[src/rtl/matmul_sequencer_if.sv]
// Memory port of the matrix-multiply sequencer: one combinational read port
// and one write port that commits on the clock edge.
interface matmul_sequencer_if #(
   parameter int SIZE = 8
);
   logic            mem_read;
   logic [31:0]     mem_raddr;
   logic [SIZE-1:0] mem_rdata;
   logic            mem_write;
   logic [31:0]     mem_waddr;
   logic [SIZE-1:0] mem_wdata;

   modport master (
      output mem_read, mem_raddr, mem_write, mem_waddr, mem_wdata,
      input  mem_rdata
   );

   modport slave (
      input  mem_read, mem_raddr, mem_write, mem_waddr, mem_wdata,
      output mem_rdata
   );
endinterface

[src/rtl/matmul_sequencer.sv]
// Computes C = A x B for N x N unsigned matrices held in a shared memory,
// one multiply-accumulate per read pair, writing C in row-major order.
module matmul_sequencer #(
   parameter int N    = 2,
   parameter int SIZE = 8
) (
   input  logic                clk,
   input  logic                rst,
   input  logic                start,
   input  logic                abort,
   input  logic [31:0]         base_a,
   input  logic [31:0]         base_b,
   input  logic [31:0]         base_c,
   matmul_sequencer_if.master  mem,
   output logic                busy,
   output logic                done,
   output logic                overflow
);

   localparam int IW    = (N > 1) ? $clog2(N) : 1;
   localparam int ACC_W = 2 * SIZE + $clog2(N);
   localparam logic [IW-1:0] LAST = IW'(N - 1);

   typedef enum logic [2:0] {IDLE, RD_A, RD_B, WR, DONE} state_t;

   state_t            state, state_nxt;
   logic [31:0]       ba_q, bb_q, bc_q;
   logic [IW-1:0]     i_q, j_q, k_q;
   logic [SIZE-1:0]   a_reg;
   logic [ACC_W-1:0]  acc;
   logic              ovf_q;
   logic              last_i, last_j, last_k;

   function automatic logic [31:0] elem_addr(input logic [31:0]   base,
                                              input logic [IW-1:0] row,
                                              input logic [IW-1:0] col);
      return base + 32'(row) * 32'(N) + 32'(col);
   endfunction

   // Accumulator is sized for N full-scale products, so this sum cannot wrap.
   function automatic logic [ACC_W-1:0] mac(input logic [ACC_W-1:0] sum,
                                             input logic [SIZE-1:0]  a,
                                             input logic [SIZE-1:0]  b);
      logic [2*SIZE-1:0] prod;
      prod = (2*SIZE)'(a) * (2*SIZE)'(b);
      return sum + ACC_W'(prod);
   endfunction

   function automatic logic exceeds_size(input logic [ACC_W-1:0] v);
      return |v[ACC_W-1:SIZE];
   endfunction

   assign last_i   = (i_q == LAST);
   assign last_j   = (j_q == LAST);
   assign last_k   = (k_q == LAST);
   assign overflow = ovf_q;

   always_ff @(posedge clk or negedge rst) begin
      if (!rst) state <= IDLE;
      else      state <= state_nxt;
   end

   always_comb begin
      state_nxt = state;
      unique case (state)
         IDLE:    if (start) state_nxt = RD_A;
         RD_A:    state_nxt = abort ? IDLE : RD_B;
         RD_B: begin
            if (abort)       state_nxt = IDLE;
            else if (last_k) state_nxt = WR;
            else             state_nxt = RD_A;
         end
         WR: begin
            if (abort)                 state_nxt = IDLE;
            else if (last_i && last_j) state_nxt = DONE;
            else                       state_nxt = RD_A;
         end
         DONE:    state_nxt = IDLE;
         default: state_nxt = IDLE;
      endcase
   end

   // Abort gates the write combinationally so an aborted WR never commits.
   always_comb begin
      mem.mem_read  = 1'b0;
      mem.mem_raddr = '0;
      mem.mem_write = 1'b0;
      mem.mem_waddr = '0;
      mem.mem_wdata = '0;
      busy          = 1'b0;
      done          = 1'b0;
      unique case (state)
         RD_A: begin
            busy          = 1'b1;
            mem.mem_read  = 1'b1;
            mem.mem_raddr = elem_addr(ba_q, i_q, k_q);
         end
         RD_B: begin
            busy          = 1'b1;
            mem.mem_read  = 1'b1;
            mem.mem_raddr = elem_addr(bb_q, k_q, j_q);
         end
         WR: begin
            busy = 1'b1;
            if (!abort) begin
               mem.mem_write = 1'b1;
               mem.mem_waddr = elem_addr(bc_q, i_q, j_q);
               mem.mem_wdata = acc[SIZE-1:0];
            end
         end
         DONE:    done = 1'b1;
         default: ;
      endcase
   end

   always_ff @(posedge clk or negedge rst) begin
      if (!rst) begin
         ba_q  <= '0;
         bb_q  <= '0;
         bc_q  <= '0;
         i_q   <= '0;
         j_q   <= '0;
         k_q   <= '0;
         a_reg <= '0;
         acc   <= '0;
         ovf_q <= 1'b0;
      end else begin
         unique case (state)
            IDLE: if (start) begin
               ba_q  <= base_a;
               bb_q  <= base_b;
               bc_q  <= base_c;
               i_q   <= '0;
               j_q   <= '0;
               k_q   <= '0;
               acc   <= '0;
               ovf_q <= 1'b0;
            end
            RD_A: if (!abort) a_reg <= mem.mem_rdata;
            RD_B: if (!abort) begin
               acc <= mac(acc, a_reg, mem.mem_rdata);
               if (!last_k) k_q <= k_q + IW'(1);
            end
            WR: if (!abort) begin
               if (exceeds_size(acc)) ovf_q <= 1'b1;
               acc <= '0;
               k_q <= '0;
               if (last_j) begin
                  j_q <= '0;
                  i_q <= last_i ? '0 : i_q + IW'(1);
               end else begin
                  j_q <= j_q + IW'(1);
               end
            end
            default: ;
         endcase
      end
   end

endmodule

[src/flat_wrapper.sv]
// flat-port wrapper written by rule: the top's interface ports become plain ports
module matmul_sequencer_flat 
#(
   parameter int N    = 2,
   parameter int SIZE = 8
)
  (clk, rst, start, abort, base_a, base_b, base_c, busy, done, overflow, mem_mem_read, mem_mem_raddr, mem_mem_write, mem_mem_waddr, mem_mem_wdata, mem_mem_rdata);
  matmul_sequencer_if #(.SIZE(SIZE)) mem_i ();
  input  logic clk;
  input  logic rst;
  input  logic start;
  input  logic abort;
  input  logic [31:0] base_a;
  input  logic [31:0] base_b;
  input  logic [31:0] base_c;
  output logic busy;
  output logic done;
  output logic overflow;
  output wire logic [$bits(mem_i.mem_read)-1:0] mem_mem_read;
  output wire logic [$bits(mem_i.mem_raddr)-1:0] mem_mem_raddr;
  output wire logic [$bits(mem_i.mem_write)-1:0] mem_mem_write;
  output wire logic [$bits(mem_i.mem_waddr)-1:0] mem_mem_waddr;
  output wire logic [$bits(mem_i.mem_wdata)-1:0] mem_mem_wdata;
  input wire logic [$bits(mem_i.mem_rdata)-1:0] mem_mem_rdata;
  assign mem_mem_read = mem_i.mem_read;
  assign mem_mem_raddr = mem_i.mem_raddr;
  assign mem_mem_write = mem_i.mem_write;
  assign mem_mem_waddr = mem_i.mem_waddr;
  assign mem_mem_wdata = mem_i.mem_wdata;
  assign mem_i.mem_rdata = mem_mem_rdata;
  matmul_sequencer #(.N(N), .SIZE(SIZE)) u_core (.clk(clk), .rst(rst), .start(start), .abort(abort), .base_a(base_a), .base_b(base_b), .base_c(base_c), .mem(mem_i), .busy(busy), .done(done), .overflow(overflow));
endmodule
[config.mk]
export PLATFORM = sky130hd
export DESIGN_NAME = matmul_sequencer_flat
export DESIGN_NICKNAME = d
export VERILOG_FILES = /design/src/rtl/matmul_sequencer_if.sv /design/src/rtl/matmul_sequencer.sv /design/src/flat_wrapper.sv
export SDC_FILE = /design/constraint.sdc
export NUM_CORES = 1
export LEC_CHECK = 0
export CORE_ASPECT_RATIO = 1.4
export CORE_MARGIN = 4
export CORE_UTILIZATION = 40
export CTS_BUF_LIST = sky130_fd_sc_hd__clkbuf_4
export DETAILED_ROUTE_END_ITERATION = 12
export GPL_TIMING_DRIVEN = 1
export PLACE_DENSITY = 0.74
export SKIP_CTS_REPAIR_TIMING = 1
export SLEW_MARGIN = 20
export SYNTH_ARGS = -nofsm -noshare
export SYNTH_HDL_FRONTEND = slang
export SYNTH_SLANG_ARGS = --single-unit
export TNS_END_PERCENT = 5
[constraint.sdc]
create_clock -name clk -period 9.8 [get_ports clk]
set_clock_uncertainty 0.05 [all_clocks]
set_input_delay 1.96 -clock clk [delete_from_list [all_inputs] [get_ports clk]]
set_output_delay 1.96 -clock clk [all_outputs]
set_load 0.005 [all_outputs]
==> impl_metrics.toml <==
[run_status]
outcome = "completed"

[layout]
mostFrequentLayoutCell = "clkdlybuf4s50_1"
layout_common_cells = "183 x clkdlybuf4s50_1, 128 x dfrtp_1, 113 x inv_1"
drive_gt1_frac = 0.128
layout.cells.non_filler = 1506
syn2layout_area_growth_pct = 24.7
reg.largest.list = "u_core.ba_q x32, u_core.bb_q x32, u_core.bc_q x32"
fin_nets = 1386

[timing]
hold_violations = 0
fmax_mhz = 154
slew_headroom = 0.430
rsz0062_at_grt = "no"
setup_viol = 0
finalCritPeriodShare = 0.664
setup-tns-final_ps = 0
layout_min_cycle_time_ps = 6510
drv_slew = 0
worstMarginPinSlew_ps = 852
whs_ps = 460

[setup_path]
worstSetupStartpointType = "input port"
r2r_setup_slack_ps = 4950
rr_worst_depth = 15
required_ps = 7790
path_class = "input port to output pin"
r2r-start = "u_core.a_reg[4]"
cp_max_fo = 40
critPathLaunch = "abort"
timing.rr.end = "u_core.acc[15]"
endpoint_kind = "output pin"
cp.arrival_ps = 4500

[grt]
grt_use_total = 0.192
grt_pass1_wl_um = 41500
grt_max_degree = 88
grt_pass1_vias = 8218
antenna_found_initial = 4
grt_remaining_overflow = 0

[hold_path]
whs_path_depth = 2
hold_path_end = "u_core.acc[7]"
hold_path_startpoint = "u_core.acc[7]"
hold_path_class = "flop to flop"

[flow_run]
max-cap-violations = 0

[place]
place_inst = 1472
gp_congestion = 0.850
dp_hpwl_um = 19900
io_buffer_count = 184

[logic_synthesis]
netlist_area_um2 = 9760
syn_inst = 1010
synthesis.nets = 1215
async_flop_share = 1.00
synth-seq-area-share = 0.328
ys.flop_type = "dfrtp_1"
synth.distinct_cells = 59
synth_edf_count = 0
ys_ff_latch = 128
ys_warn_count = 0
avgSynthCellArea_um2 = 9.66

[route]
vias = 7827
drtIter0Drc = 386
drtPass1Iterations = 4
wl_per_cell_um = 17.0
post-route-drc-count = 0
antenna_left = 0
vias_per_cell = 5.20
drt_wl_total_um = 25600

[clocking]
tritoncts = "done"
root_buffer = "clkbuf_4"
clock_sinks = 128
htreeDepth = 4
cts_buffers = 17
cts.path.max_buffers = 2
cts.clk_slew.worst_paths_ps = 120
worstSkewPairLatency_ps = 560

[floorplanning]
core_um2 = 24000
num_rows = 67
io_pins = 185
die_y_um = 193
die_w_um = 140
fp.dieArea_um2 = 27000
start_util = 0.407

[power]
leakagePower_nw = 5.13
p_per_area_nw_per_um2 = 320
peakVddDrop_mv = 0.351
## worst max path at each step
stage,cells past startpoint,endpoint,slack (ps)
finish,6,mem_mem_waddr[0],3290
global route,6,mem_mem_waddr[1],3120
CTS,6,mem_mem_waddr[1],3290
detailed placement,16,u_core.acc[15],2930
global placement,16,u_core.acc[15],3070
floorplan,16,u_core.acc[11],3780
## cells by family (layout without fill, tap and decap cells)
| group | after synthesis | in the layout | synth area share |
|---|---|---|---|
| XOR/XNOR | 97 | 97 | 0.0871 |
| AND/OR/NAND/NOR | 335 | 335 | 0.180 |
| multiplexers | 96 | 96 | 0.111 |
| buffers and inverters | 150 | 334 | 0.0599 |
| flip-flops | 128 | 128 | 0.328 |
| AO/OA/AOI/OAI | 107 | 107 | 0.0687 |
| adder cells (fa/ha/maj) | 97 | 97 | 0.165 |
| other | 0 | 2 | 0 |
## through the flow
stage	area (µm²)	utilization	total power, mW	worst slack, ps
2_1_floorplan	9760	-	2.81	3780
3_3_place_gp	11900	0.495	3.41	3070
3_5_place_dp	11900	0.495	3.48	2930
4_1_cts	12200	0.507	3.90	3290
5_1_grt	12200	0.508	4.32	3120
6_report	12200	0.508	3.89	3290
## report_power, final
group,switching (mW),total (mW),internal [mW]
logic,1.41,2.58,1.18
registers,0.225,0.916,0.690
clock network,0.232,0.391,0.159
## cell type report
type                       count  area, µm²
multi-input combinational    732       5970
inverter                     113        424
clock inverter                15        169
clock buffer                  17        128
tap                          310        388
antenna                        2       5.00
fill                        2232      11800
sequential                   128       3200
timing repair buffer         189       1880
## worst max-delay path, stage by stage
cell and delay [ps]:
clkdlybuf4s50_1 600, nand2b_1 210, or2_2 670, inv_1 290, and2_1 240, clkdlybuf4s50_1 510
## layer usage
metal / wire length [µm] / GRT usage / vias to the layer above / share of wire
met1: 9900 / 0.214 / 3826 / 0.39
met2: 13500 / 0.352 / 210 / 0.53
li1: - / - / 3731 / -
met5: 22 / 0 / - / 0.00086
met3: 1390 / 0.0444 / 56 / 0.054
met4: 787 / 0.0809 / 4 / 0.031
## Yosys cell counts, types with 30 or more instances
cell type  instances  area [µm²]
xor2_1            60         526
o21ai_0           30         150
xnor2_1           37         324
nand2_1          101         379
inv_1            113         424
o22ai_1           33         206
mux2_2            95        1070
and2_1            44         275
dfrtp_1          128        3200
nor2_1            68         255
fa_1              53        1060
ha_1              44         551
nand3_1           33         165
Note: power is estimated with default switching activity, not from simulation.
